<file path="config.mk">
export PLATFORM = sky130hd
export DESIGN_NAME = fetch_unit
export DESIGN_NICKNAME = d
export VERILOG_FILES = /design/src/rtl/fetch_unit_pkg.sv /design/src/rtl/fetch_fifo.sv /design/src/rtl/fetch_unit.sv
export SDC_FILE = /design/constraint.sdc
export NUM_CORES = 1
export LEC_CHECK = 0
export CORE_MARGIN = 5
export CORE_UTILIZATION = 45
export DETAILED_ROUTE_END_ITERATION = 10
export MAX_ROUTING_LAYER = met4
export PLACE_DENSITY = 0.65
export RECOVER_POWER = 50
export SKIP_CTS_REPAIR_TIMING = 1
export SLEW_MARGIN = 20
export SYNTH_ARGS = -nofsm -noshare
export SYNTH_HDL_FRONTEND = slang
export SYNTH_HIERARCHICAL = 1
export SYNTH_SLANG_ARGS = --single-unit
</file>
<file path="constraint.sdc">
create_clock -name clk -period 7.2 [get_ports clk]
set_clock_uncertainty 0.1 [all_clocks]
set_input_delay 0.72 -clock clk [delete_from_list [all_inputs] [get_ports clk]]
set_output_delay 0.72 -clock clk [all_outputs]
set_load 0.02 [all_outputs]
</file>
<file path="src/rtl/fetch_unit_pkg.sv">
// -----------------------------------------------------------------------------
// fetch_unit_pkg
//   Definitions shared by the core and the instruction fetch unit:
//   architectural widths, the default reset fetch address, the layout of an
//   instruction queue entry and a word-alignment helper.
//   No ports (package).
// -----------------------------------------------------------------------------
package fetch_unit_pkg;

   localparam int unsigned XLEN   = 32;
   localparam int unsigned INST_W = 32;

   localparam logic [XLEN-1:0] RESET_PC_DEFAULT = 32'h8000_0000;

   // One decoded-side queue slot: instruction word plus the address it came from.
   typedef struct packed {
      logic [INST_W-1:0] data;
      logic [XLEN-1:0]   pc;
   } inst_entry_t;

   function automatic logic [XLEN-1:0] align_word(input logic [XLEN-1:0] a);
      return {a[XLEN-1:2], 2'b00};
   endfunction

endpackage

</file>
<file path="src/rtl/fetch_fifo.sv">
// -----------------------------------------------------------------------------
// fetch_fifo
//   Synchronous show-ahead FIFO used by the fetch unit for both the
//   instruction queue and the in-flight request tag queue.
//   Ports:
//     i_clk, i_rst   clock, asynchronous active-high reset
//     i_flush        empty the FIFO (wins over push/pop in the same cycle)
//     i_push/i_data  write one entry
//     i_pop          consume the head entry
//     o_data         head entry (zero when empty)
//     o_full/o_empty occupancy flags
//     o_count        number of stored entries
// -----------------------------------------------------------------------------
module fetch_fifo #(
   parameter int WIDTH = 32,
   parameter int DEPTH = 4
) (
   input  logic                   i_clk,
   input  logic                   i_rst,
   input  logic                   i_flush,
   input  logic                   i_push,
   input  logic [WIDTH-1:0]       i_data,
   input  logic                   i_pop,
   output logic [WIDTH-1:0]       o_data,
   output logic                   o_full,
   output logic                   o_empty,
   output logic [$clog2(DEPTH):0] o_count
);

   localparam int AW = $clog2(DEPTH);
   localparam int CW = AW + 1;

   logic [WIDTH-1:0] r_mem [DEPTH];
   logic [AW-1:0]    r_wr_ptr;
   logic [AW-1:0]    r_rd_ptr;
   logic [CW-1:0]    r_count;
   logic             w_push;
   logic             w_pop;

   assign o_full  = (r_count == CW'(DEPTH));
   assign o_empty = (r_count == '0);
   assign o_count = r_count;

   assign w_push = i_push && !o_full  && !i_flush;
   assign w_pop  = i_pop  && !o_empty && !i_flush;

   // Storage is not reset; an empty FIFO presents zero so the head is
   // well defined during and right after reset.
   assign o_data = o_empty ? '0 : r_mem[r_rd_ptr];

   always_ff @(posedge i_clk) begin
      if (w_push) begin
         r_mem[r_wr_ptr] <= i_data;
      end
   end

   // DEPTH is a power of two, so the pointers wrap naturally.
   always_ff @(posedge i_clk or posedge i_rst) begin
      if (i_rst) begin
         r_wr_ptr <= '0;
         r_rd_ptr <= '0;
         r_count  <= '0;
      end else if (i_flush) begin
         r_wr_ptr <= '0;
         r_rd_ptr <= '0;
         r_count  <= '0;
      end else begin
         if (w_push) begin
            r_wr_ptr <= r_wr_ptr + AW'(1);
         end
         if (w_pop) begin
            r_rd_ptr <= r_rd_ptr + AW'(1);
         end
         if (w_push && !w_pop) begin
            r_count <= r_count + CW'(1);
         end else if (!w_push && w_pop) begin
            r_count <= r_count - CW'(1);
         end
      end
   end

endmodule

</file>
<file path="src/rtl/fetch_unit.sv">
// -----------------------------------------------------------------------------
// fetch_unit
//   Instruction fetch front end. Issues word-aligned fetches under a credit
//   rule (queued + outstanding < DEPTH), matches in-order memory responses
//   to the request addresses, and queues {instruction, pc} for decode.
//   A redirect flushes everything and drops responses still in flight.
//   Ports:
//     clk, reset            clock, asynchronous active-high reset
//     redirect, redirect_pc flush and restart fetch at redirect_pc
//     imem_req_valid/ready  fetch request handshake, address on imem_addr
//     imem_rsp_valid/data   in-order instruction word returns
//     inst_valid/ready      decode handshake, head on inst_data / inst_pc
//     rsp_err               sticky: a response arrived with nothing in flight
// -----------------------------------------------------------------------------
module fetch_unit
   import fetch_unit_pkg::*;
#(
   parameter int              DEPTH    = 4,
   parameter logic [XLEN-1:0] RESET_PC = RESET_PC_DEFAULT
) (
   input  logic              clk,
   input  logic              reset,
   input  logic              redirect,
   input  logic [XLEN-1:0]   redirect_pc,
   output logic              imem_req_valid,
   input  logic              imem_req_ready,
   output logic [XLEN-1:0]   imem_addr,
   input  logic              imem_rsp_valid,
   input  logic [INST_W-1:0] imem_rsp_data,
   output logic              inst_valid,
   input  logic              inst_ready,
   output logic [INST_W-1:0] inst_data,
   output logic [XLEN-1:0]   inst_pc,
   output logic              rsp_err
);

   localparam int CW = $clog2(DEPTH) + 1;

   logic [XLEN-1:0] r_fetch_pc;
   logic [CW-1:0]   r_outstanding;
   logic [CW-1:0]   r_discard;
   logic            r_rsp_err;

   logic [CW-1:0]   w_inst_count;
   logic [CW:0]     w_occupancy;
   logic            w_inst_empty;
   logic            w_inst_full;
   logic            w_tag_empty;
   logic            w_tag_full;
   logic [CW-1:0]   w_tag_count;
   logic [XLEN-1:0] w_tag_pc;
   logic            w_req_valid;
   logic            w_req_fire;
   logic            w_rsp_stale;
   logic            w_rsp_spurious;
   logic            w_rsp_match;
   logic            w_rsp_push;
   logic            w_inst_pop;
   inst_entry_t     w_push_entry;
   inst_entry_t     w_head;
   logic            w_unused;

   // Everything still travelling to us at a redirect becomes garbage:
   // previously discarded fetches plus live ones, less a response landing
   // in the redirect cycle itself. Saturate instead of wrapping.
   function automatic logic [CW-1:0] next_discard(input logic [CW-1:0] disc,
                                                   input logic [CW-1:0] outst,
                                                   input logic          rsp);
      logic [CW:0] sum;
      sum = {1'b0, disc} + {1'b0, outst} - {{CW{1'b0}}, rsp};
      if (sum > {1'b0, {CW{1'b1}}}) begin
         return {CW{1'b1}};
      end
      return sum[CW-1:0];
   endfunction

   // Request side: credit counts queued plus in-flight fetches.
   assign w_occupancy    = {1'b0, w_inst_count} + {1'b0, r_outstanding};
   assign w_req_valid    = !reset && !redirect && (w_occupancy < (CW+1)'(DEPTH));
   assign w_req_fire     = w_req_valid && imem_req_ready;
   assign imem_req_valid = w_req_valid;
   assign imem_addr      = align_word(r_fetch_pc);

   // Response classification: stale responses drain discard first, since
   // they were issued before any live request.
   assign w_rsp_stale    = imem_rsp_valid && (r_discard != '0);
   assign w_rsp_spurious = imem_rsp_valid && (r_discard == '0) && (r_outstanding == '0);
   assign w_rsp_match    = imem_rsp_valid && (r_discard == '0) && (r_outstanding != '0);
   assign w_rsp_push     = w_rsp_match && !redirect;

   assign w_push_entry   = '{data: imem_rsp_data, pc: w_tag_pc};

   assign inst_valid     = !w_inst_empty;
   assign w_inst_pop     = inst_valid && inst_ready;
   assign inst_data      = w_head.data;
   assign inst_pc        = w_head.pc;
   assign rsp_err        = r_rsp_err;

   // Flags that the credit rule makes redundant.
   assign w_unused = &{1'b0, w_inst_full, w_tag_empty, w_tag_full, w_tag_count};

   fetch_fifo #(
      .WIDTH (XLEN),
      .DEPTH (DEPTH)
   ) u_tag_fifo (
      .i_clk   (clk),
      .i_rst   (reset),
      .i_flush (redirect),
      .i_push  (w_req_fire),
      .i_data  (imem_addr),
      .i_pop   (w_rsp_match),
      .o_data  (w_tag_pc),
      .o_full  (w_tag_full),
      .o_empty (w_tag_empty),
      .o_count (w_tag_count)
   );

   fetch_fifo #(
      .WIDTH ($bits(inst_entry_t)),
      .DEPTH (DEPTH)
   ) u_inst_fifo (
      .i_clk   (clk),
      .i_rst   (reset),
      .i_flush (redirect),
      .i_push  (w_rsp_push),
      .i_data  (w_push_entry),
      .i_pop   (w_inst_pop),
      .o_data  (w_head),
      .o_full  (w_inst_full),
      .o_empty (w_inst_empty),
      .o_count (w_inst_count)
   );

   always_ff @(posedge clk or posedge reset) begin
      if (reset) begin
         r_fetch_pc    <= RESET_PC;
         r_outstanding <= '0;
         r_discard     <= '0;
         r_rsp_err     <= 1'b0;
      end else begin
         if (redirect) begin
            r_fetch_pc    <= align_word(redirect_pc);
            r_outstanding <= '0;
            r_discard     <= next_discard(r_discard, r_outstanding,
                                          w_rsp_stale || w_rsp_match);
         end else begin
            if (w_req_fire) begin
               r_fetch_pc <= r_fetch_pc + 32'd4;
            end
            if (w_req_fire && !w_rsp_match) begin
               r_outstanding <= r_outstanding + CW'(1);
            end else if (!w_req_fire && w_rsp_match) begin
               r_outstanding <= r_outstanding - CW'(1);
            end
            if (w_rsp_stale) begin
               r_discard <= r_discard - CW'(1);
            end
         end
         if (w_rsp_spurious) begin
            r_rsp_err <= 1'b1;
         end
      end
   end

endmodule

</file>
==> impl_results.md, run 1 <==
- Total gr overflow: 0
- Row count: 73
- Post-Layout Cell Count: 1753
- Fraction of layout cells with a size suffix above 1: 14.7%
- Antenna Violating Nets Remaining: 0
- Met2 usage: between 20% and 30%
- Vias in the first global route: 9839
- Initial detailed-routing violation count: 583
- Via count: ~9400
- Vias per cell: about 5.4
- Minimum hold slack: 361 ps
- Fin nets: 1288
- DRC errors left: 0
- Gr busiest metal: met2
- Core footprint: 39700 um^2
- Largest net degree at the start of global routing: 65
- Setup Crit Path Kind: reg2out
- Initial Util: 45.5%
- Final hold violations: 0
- Slew of the pin with the lowest slew margin: 2230 ps
- Final setup violation count: 0
- Syn avg cell area: 17.8 um^2
- Unrepaired setup endpoints after global routing: false
- Max Root-Sink Buffers: 3
- Crit end category: primary output
- Crit Path Max Fanout: 49
- CTS H-Tree Depth: 2
- Clock Sinks: 435
- Tot Pwr: 5.35 mW
- Num CTS Buffers: 45
- Die ar.: between 40000 and 50000 um^2
- Total Wirelength: 35600 um
- Hold Path Class: reg2reg
- Root buf cell: clkbuf_16
- Die extent in x: roughly 210 um
- Worst endpoint required time: between 6000 and 7000 ps
- Setup TNS: 0 ps
- Max-Cap Viols: 3
- Die Y: 210 um
- Setup ws final: 2080 ps
- Clk slew on worst S/H paths: roughly 60 ps
- Tmin final: 5120 ps
- Critical Path Source Type: flop
- Global Route Usage Sum: 16.7%
- GP Congestion: 0.806
- Outcome: finished with violations
- First-pass GRT wire length: 56300 um
- Met1 usage: 23.4%
- Cell Area, Synth: 18100 um^2
- I/O pin count: 169
- Max Freq: 195 MHz
- Peak supply drop: 0.000141 V
- Post-Synthesis Cells: 1015
- CTS tree: yes
- Lkg Pwr: about 7.2 nW
- Placed Instances: 1673
- Failing checks: max-capacitance violations, max-slew violations
- DP Wirelength: 21300 um
- GRT met3 Usage: approximately 2.8%
- Fillcell total: ~3200
- IO buf count: approximately 160
- PwrDens: 249 nW/um^2
- Area Growth Syn to Fin: 19.1%
- Syn. warnings: 6
- WL/cell: 20.3 um
- Worst Path Arrival: 4300 ps
- Max-slew headroom: -48.9%
- Worst-Skew Late Latency: roughly 540 ps
- Fin. max-slew vios: 122
- Initial antenna violation count: 1
- Period Utilization, post-route: 71.1%
- Place WS: about 2500 ps
- Reg-to-reg slack, setup: 2580 ps
- Drt first pass iters: 5
[worst paths after layout]
check | cells past startpoint | to | from
worst max-delay path | 4 | inst_pc[4] | u_inst_fifo/o_count[0]
worst max register to register | 12 | u_tag_fifo/o_count[1] | u_inst_fifo/o_count[2]
min in group asynchronous | 2 | u_tag_fifo/r_rd_ptr[1] | reset
worst min register to register | 1 | rsp_err | rsp_err
worst min-delay path | 1 | rsp_err | rsp_err
max in group asynchronous | 3 | r_fetch_pc[25] | reset
[layout by cell type (no fill, tap or decap), types with 5 or more instances in the layout]
master / instances
edfxtp_1: 384
clkdlybuf4s50_1: 99
mux4_2: 92
and2_1: 74
dlygate4sd3_1: 64
dfrtp_1: 47
nand2_1: 45
clkbuf_16: 45
nor2_1: 37
inv_1: 35
and2_0: 33
o21ai_0: 25
nand3_1: 24
ha_1: 19
xor2_1: 17
xnor2_1: 14
nand4_1: 13
conb_1: 10
clkbuf_1: 10
clkinv_1: 9
clkinv_2: 9
buf_4: 8
or3_1: 7
a21oi_1: 7
nor3_1: 6
a31oi_1: 5
[power breakdown]
| part | internal (mW) | leakage (nW) | switching, mW |
|---|---|---|---|
| logic | 0.146 | 2.37 | 0.178 |
| registers | 2.80 | 4.12 | 0.0639 |
| clock network | 1.28 | 0.680 | 0.886 |
| total | 4.22 | 7.18 | 1.13 |
[metal layers]
metal | wire length (um) | up-vias
met1 | 16200 | 4787
li1 | - | 4287
met2 | 17100 | 269
met4 | 535 | 0
met3 | 1870 | 46
met5 | 0 | -
[through the flow]
stage | cell area (um^2) | util, %
after detailed placement | 20200 | 50.7
after CTS | 21500 | 54.2
final | 21500 | 54.2
after floorplan | 18100 | -
after global placement | 20200 | 50.7
after global routing | 21500 | 54.2
[flip-flops by register name, summed over array words and instances, names as in the netlist]
name and cells:
u_tag_fifo/o_count 3, u_inst_fifo/o_count 3, u_inst_fifo/r_wr_ptr 2, u_inst_fifo/r_rd_ptr 2, r_fetch_pc 30, u_inst_fifo/r_mem 256, r_discard 3, u_tag_fifo/r_wr_ptr 2
u_tag_fifo/r_mem 128, u_tag_fifo/r_rd_ptr 2, r_outstanding 3, rsp_err 1
[critical path, cell delays in order (launching register included)]
cell             delay (ps)
dfrtp_1                 490
or3_1                   600
clkbuf_1               1640
and2_1                  370
clkdlybuf4s50_1         630
[cell type report]
type	count	area [um^2]	share of cell area, %
Multi-Input combinational cell	503	4820	22.4
Clock buffer	55	1190	5.55
Timing Repair Buffer	175	1710	7.94
Tap cell	525	657	3.05
Sequential cell	435	12800	59.5
Antenna cell	1	2.50	0.0116
Clock inverter	24	193	0.895
Inverter	35	131	0.610
(Power assumes the default switching activity.)
==> run 2: changes to the inputs <==
--- a/config.mk
+++ b/config.mk
@@ -9,7 +9,7 @@
 export CORE_UTILIZATION = 45
 export DETAILED_ROUTE_END_ITERATION = 10
 export MAX_ROUTING_LAYER = met4
-export PLACE_DENSITY = 0.65
+export PLACE_DENSITY = 0.68
 export RECOVER_POWER = 50
 export SKIP_CTS_REPAIR_TIMING = 1
 export SLEW_MARGIN = 20
==> constraint.sdc (replaced) <==
create_clock -name clk -period 4.2 [get_ports clk]
set_clock_uncertainty 0.1 [all_clocks]
set_input_delay 0.42 -clock clk [delete_from_list [all_inputs] [get_ports clk]]
set_output_delay 0.42 -clock clk [all_outputs]
set_load 0.02 [all_outputs]
==> impl_results.md, run 2 (synthesis gave the netlist of run 1 again) <==
- Antenna Violating Nets Remaining: 0
- GP Congestion: 0.817
- Reg2Reg Depth: 8
- Setup TNS: 0 ps
- Max-Cap Viols: 1
- Routed wl met2: between 15000 and 20000 um
- Period Utilization, post-route: roughly 86%
- Drt first pass iters: 4
- Post-Layout Cell Count: 1769
- Setup Crit Path Kind: reg2out
- Hold Path Stages: 3
- Unrepaired setup endpoints after global routing: false
- Peak supply drop: 0.000275 V
- Outcome: finished with violations
- Initial antenna violation count: 0
- Global Route Usage Sum: 17.3%
- Fin. max-slew vios: 34
- IO buf count: 164
- Bufs and invs on worst path: 2
- DP Wirelength: 23100 um
- Initial detailed-routing violation count: just over 600
- Placed Instances: 1686
- Biggest register: u_inst_fifo/r_mem
- First-pass GRT wire length: 58100 um
- R2r startpoint: u_inst_fifo/o_count[2]
- WL/cell: 20.8 um
- Top flop regs: u_inst_fifo/r_mem: 256 flops, u_tag_fifo/r_mem: 128 flops, r_fetch_pc: 30 flops
- Setup crit start: u_inst_fifo/r_rd_ptr[0]
- Tmin final: 3590 ps
- Vias in the first global route: 10100
- CTS H-Tree Depth: 2
- Clock share of power: 40.6%
- CP Depth: 4
- Num CTS Buffers: 45
- Max-slew headroom: -13.5%
- Critical Path Source Type: flop
- Number of flip-flops in the largest register: 256
- Worst-Skew Late Latency: between 500 and 600 ps
- Core footprint: 39700 um^2
- Fin nets: around 1300
- CTS tree: yes
- Final setup violation count: 0
- Total gr overflow: 0
- Max Freq: 278 MHz
- Most frequent cells in the layout: 384 x edfxtp_1, 99 x clkdlybuf4s50_1, 92 x mux4_2
- Tot Pwr: slightly above 9 mW
- Via count: ~9600
- Max Root-Sink Buffers: 3
- Root buf cell: clkbuf_16
- I/O pin count: 169
- Slew of the pin with the lowest slew margin: 1700 ps
- Die extent in x: roughly 210 um
- CP top delay family: flip-flops
- Critical-path cell list: buf_4, mux4_2, and2_1, clkdlybuf4s50_1
- Cell-internal power: 7.24 mW
- Hold Path Class: in2reg
- DRC errors left: 0
- Area Growth Syn to Fin: 20.5%
- Initial Util: 45.5%
- Largest net degree at the start of global routing: 50
- Top Metal Used: met4
- Worst Path Arrival: approximately 3100 ps
- Total Wirelength: 36700 um
- Lkg Pwr: 7.28 nW
- Worst endpoint required time: between 3000 and 4000 ps
- Min-delay src: redirect
- Slowest-stage cell, CP: dfrtp_4
- Slowest Stage Delay on Critical Path: 890 ps
- Clk slew on worst S/H paths: around 60 ps
- PwrDens: roughly 420 nW/um^2
- Minimum hold slack: 245 ps
- Row count: 73
- Metal3 WL: 2030 um
- Crit end category: primary output
- Commonest non-fill, non-tap cell in the layout: edfxtp_1
- Ant. Diodes: 0
- Final hold violations: 0
- Die Y: around 210 um
- Switch Pwr: 1.97 mW
- Met1 WL: approximately 16000 um
- Failing checks: max-capacitance violations, max-slew violations
- Crit Path Max Fanout: 32
- Gate power share: 6.1%
- Sw frac: between 20% and 30%
- Clock Sinks: around 440
- Fraction of layout cells with a size suffix above 1: roughly 15%
- Part of the power in registers: between 50 and 60%
- Vias per cell: 5.42
- Die ar.: 44300 um^2
## run 2: stage by stage
stage | worst slack, ps | instance area, um^2 | utilization [%]
6_report | 607 | 21800 | 54.8
5_1_grt | 310 | 21800 | 54.8
4_1_cts | 497 | 21800 | 54.9
3_5_place_dp | 432 | 20400 | 51.3
3_3_place_gp | 500 | 20400 | 51.3
2_1_floorplan | 528 | 18100 | -
## run 2: area by class of cell
type / count / area, um^2
clock buffer: 61 / 1240
fill: 3148 / 18000
clock inverter: 22 / 160
multi-input combinational: 503 / 4830
tap: 525 / 657
inverter: 35 / 131
timing repair buffer: 188 / 1940
sequential: 435 / 12800
## run 2: routing by layer
layer	GRT usage [%]	vias up
li1	-	4329
met1	24.0	4925
met2	27.2	283
met3	2.83	54
met4	4.36	0
met5	-	-
## run 2: worst register-to-register path, cell delays in order, from the launching register on
cell and delay [ps]:
dfrtp_1 450, ha_1 300, nor4_1 330, nand4_1 170
inv_1 110, clkbuf_1 1000, nor2_1 510, o21ai_0 260
o311ai_0 150
## run 2: path summary, 6_finish.rpt
path / endpoint / slack (ps)
worst max-delay path: inst_pc[18] / 610
max in group asynchronous: r_fetch_pc[25] / 2200
worst min register to register: rsp_err / 440
worst min-delay path: r_fetch_pc[8] / 240
min in group asynchronous: u_tag_fifo/o_count[1] / 300
worst max register to register: r_fetch_pc[7] / 640
## run 2: power groups by stage
| stage | Clock, mW | Sequential [mW] | Combinational, mW |
|---|---|---|---|
| global placement | 0 | 4.99 | 0.576 |
| finish | 3.74 | 4.91 | 0.565 |
| detailed placement | 0 | 5.00 | 0.589 |
| floorplan | 0 | 4.99 | 0.308 |
| global route | 4.04 | 4.92 | 0.630 |
| CTS | 3.85 | 4.91 | 0.593 |
==> run 3: changes to the inputs <==
--- a/config.mk
+++ b/config.mk
@@ -12,7 +12,7 @@
 export PLACE_DENSITY = 0.68
 export RECOVER_POWER = 50
 export SKIP_CTS_REPAIR_TIMING = 1
-export SLEW_MARGIN = 20
+export SLEW_MARGIN = 25
 export SYNTH_ARGS = -nofsm -noshare
 export SYNTH_HDL_FRONTEND = slang
 export SYNTH_HIERARCHICAL = 1
==> impl_results.md, run 3 (synthesis gave the netlist of run 1 again) <==
- Outcome: finished with violations
- Failing checks: max-capacitance violations, max-slew violations
- Reg-to-reg slack, setup: approximately 600 ps
- Ant. Diodes: 0
- First-pass GRT wire length: 58200 um
- Slew of the pin with the lowest slew margin: 1610 ps
- Antenna Violating Nets Remaining: 0
- FF-to-FF End: r_fetch_pc[7]
- Number of flip-flops in the largest register: 256
- Setup Crit Path Kind: reg2out
- Total gr overflow: 0
- Worst-Skew Late Latency: about 560 ps
- Commonest non-fill, non-tap cell in the layout: edfxtp_1
- Crit Path Max Fanout: 32
- Drt first pass iters: 4
- Minimum hold slack: 228 ps
- I/O pin count: 169
- WL/cell: 20.9 um
- Initial antenna violation count: 0
- Critical Path Source Type: flop
- Num CTS Buffers: 45
- Final setup violation count: 0
- Worst Path Arrival: between 3000 and 4000 ps
- Core footprint: slightly below 40000 um^2
- Setup ws final: 585 ps
- Top flop regs: u_inst_fifo/r_mem: 256 flops, u_tag_fifo/r_mem: 128 flops, r_fetch_pc: 30 flops
- Peak supply drop: 0.000300 V
- Max-Cap Viols: 1
- Largest net degree at the start of global routing: 50
- Die ar.: 44300 um^2
- Max Freq: 277 MHz
- IO buf count: about 160
- Total Wirelength: 36900 um
- Top Metal Used: met4
- Initial Util: 45.5%
- Most frequent cells in the layout: 384 x edfxtp_1, 99 x clkdlybuf4s50_1, 92 x mux4_2
- Global Route Usage Sum: 17.3%
- Place WS: 454 ps
- Routed wl met2: about 18000 um
- CTS tree: yes
- Setup crit start: u_inst_fifo/r_rd_ptr[0]
- Metal3 WL: 1930 um
- Lkg Pwr: 7.32 nW
- DP Wirelength: around 23000 um
- Vias in the first global route: 10100
- Root buf cell: clkbuf_16
- Area Growth Syn to Fin: 21.0%
- Fin. max-slew vios: 34
- Max-slew headroom: -7.62%
- R2r startpoint: u_inst_fifo/o_count[2]
- Register Area: 12800 um^2
- Final hold violations: 0
- Fraction of layout cells with a size suffix above 1: 15.6%
- Biggest register: u_inst_fifo/r_mem
- Met1 WL: 16600 um
- Fin nets: 1301
- Row count: 73
- Hold Path Class: in2reg
- Setup TNS: 0 ps
- GP Congestion: 0.817
- DRC errors left: 0
- Crit end category: primary output
- CTS H-Tree Depth: 2
- Fillcell total: 3134
- Max Root-Sink Buffers: 3
- Reg2Reg Depth: 8
- Clk slew on worst S/H paths: about 60 ps
- Die extent in x: about 210 um
- Period Utilization, post-route: ~86%
- Via count: ~9600
- Unrepaired setup endpoints after global routing: false
- Clock Sinks: 435
- Worst setup path end: inst_pc[10]
- PwrDens: 431 nW/um^2
- Worst endpoint required time: 3680 ps
- Tmin final: 3620 ps
- Die Y: 210 um
- Initial detailed-routing violation count: 488
- Vias per cell: around 5.4
- Area occupied by multi-input gates: 4840 um^2
## run 3: worst max-delay path, stage by stage, from the launching register on
cell	delay, ps
dfrtp_4	890
buf_4	350
mux4_2	530
and2_1	170
clkdlybuf4s50_1	550
## run 3: metrics by stage
stage                     instance area (um^2)  total power, mW  utilization (%)  cells
after floorplan                          18100             5.30                -   1024
after global placement                   20400             5.57             51.3   1686
after detailed placement                 20400             5.58             51.3   1686
after CTS                                21900             9.55             55.0   1770
after global routing                     21900             9.77             55.0   1770
final                                    21900             9.42             55.0   1770
## run 3: cell type report
cell class	count	area share [%]
timing repair buffer	188	8.89
clock buffer	61	5.76
clock inverter	23	0.990
tap	525	3.01
sequential	435	58.6
multi-input combinational	503	22.1
inverter	35	0.601
## run 3: worst min path at each step
stage,startpoint,end,cells past startpoint
after global routing,redirect,r_fetch_pc[3],2
after floorplan,reset,u_inst_fifo/o_count[0],1
after detailed placement,rsp_err,rsp_err,1
after CTS,reset,u_tag_fifo/o_count[2],2
after global placement,rsp_err,rsp_err,1
final,redirect,r_fetch_pc[8],3
## run 3: per-layer routing
layer	track usage, %	vias up
met5	-	-
met4	4.69	0
met3	3.10	50
met2	27.3	276
met1	23.7	4917
li1	-	4317
## run 3: report_power, final
part	internal, mW	total, mW	switching, mW
Clock	2.35	3.94	1.60
Combinational	0.252	0.564	0.311
Sequential	4.79	4.91	0.112
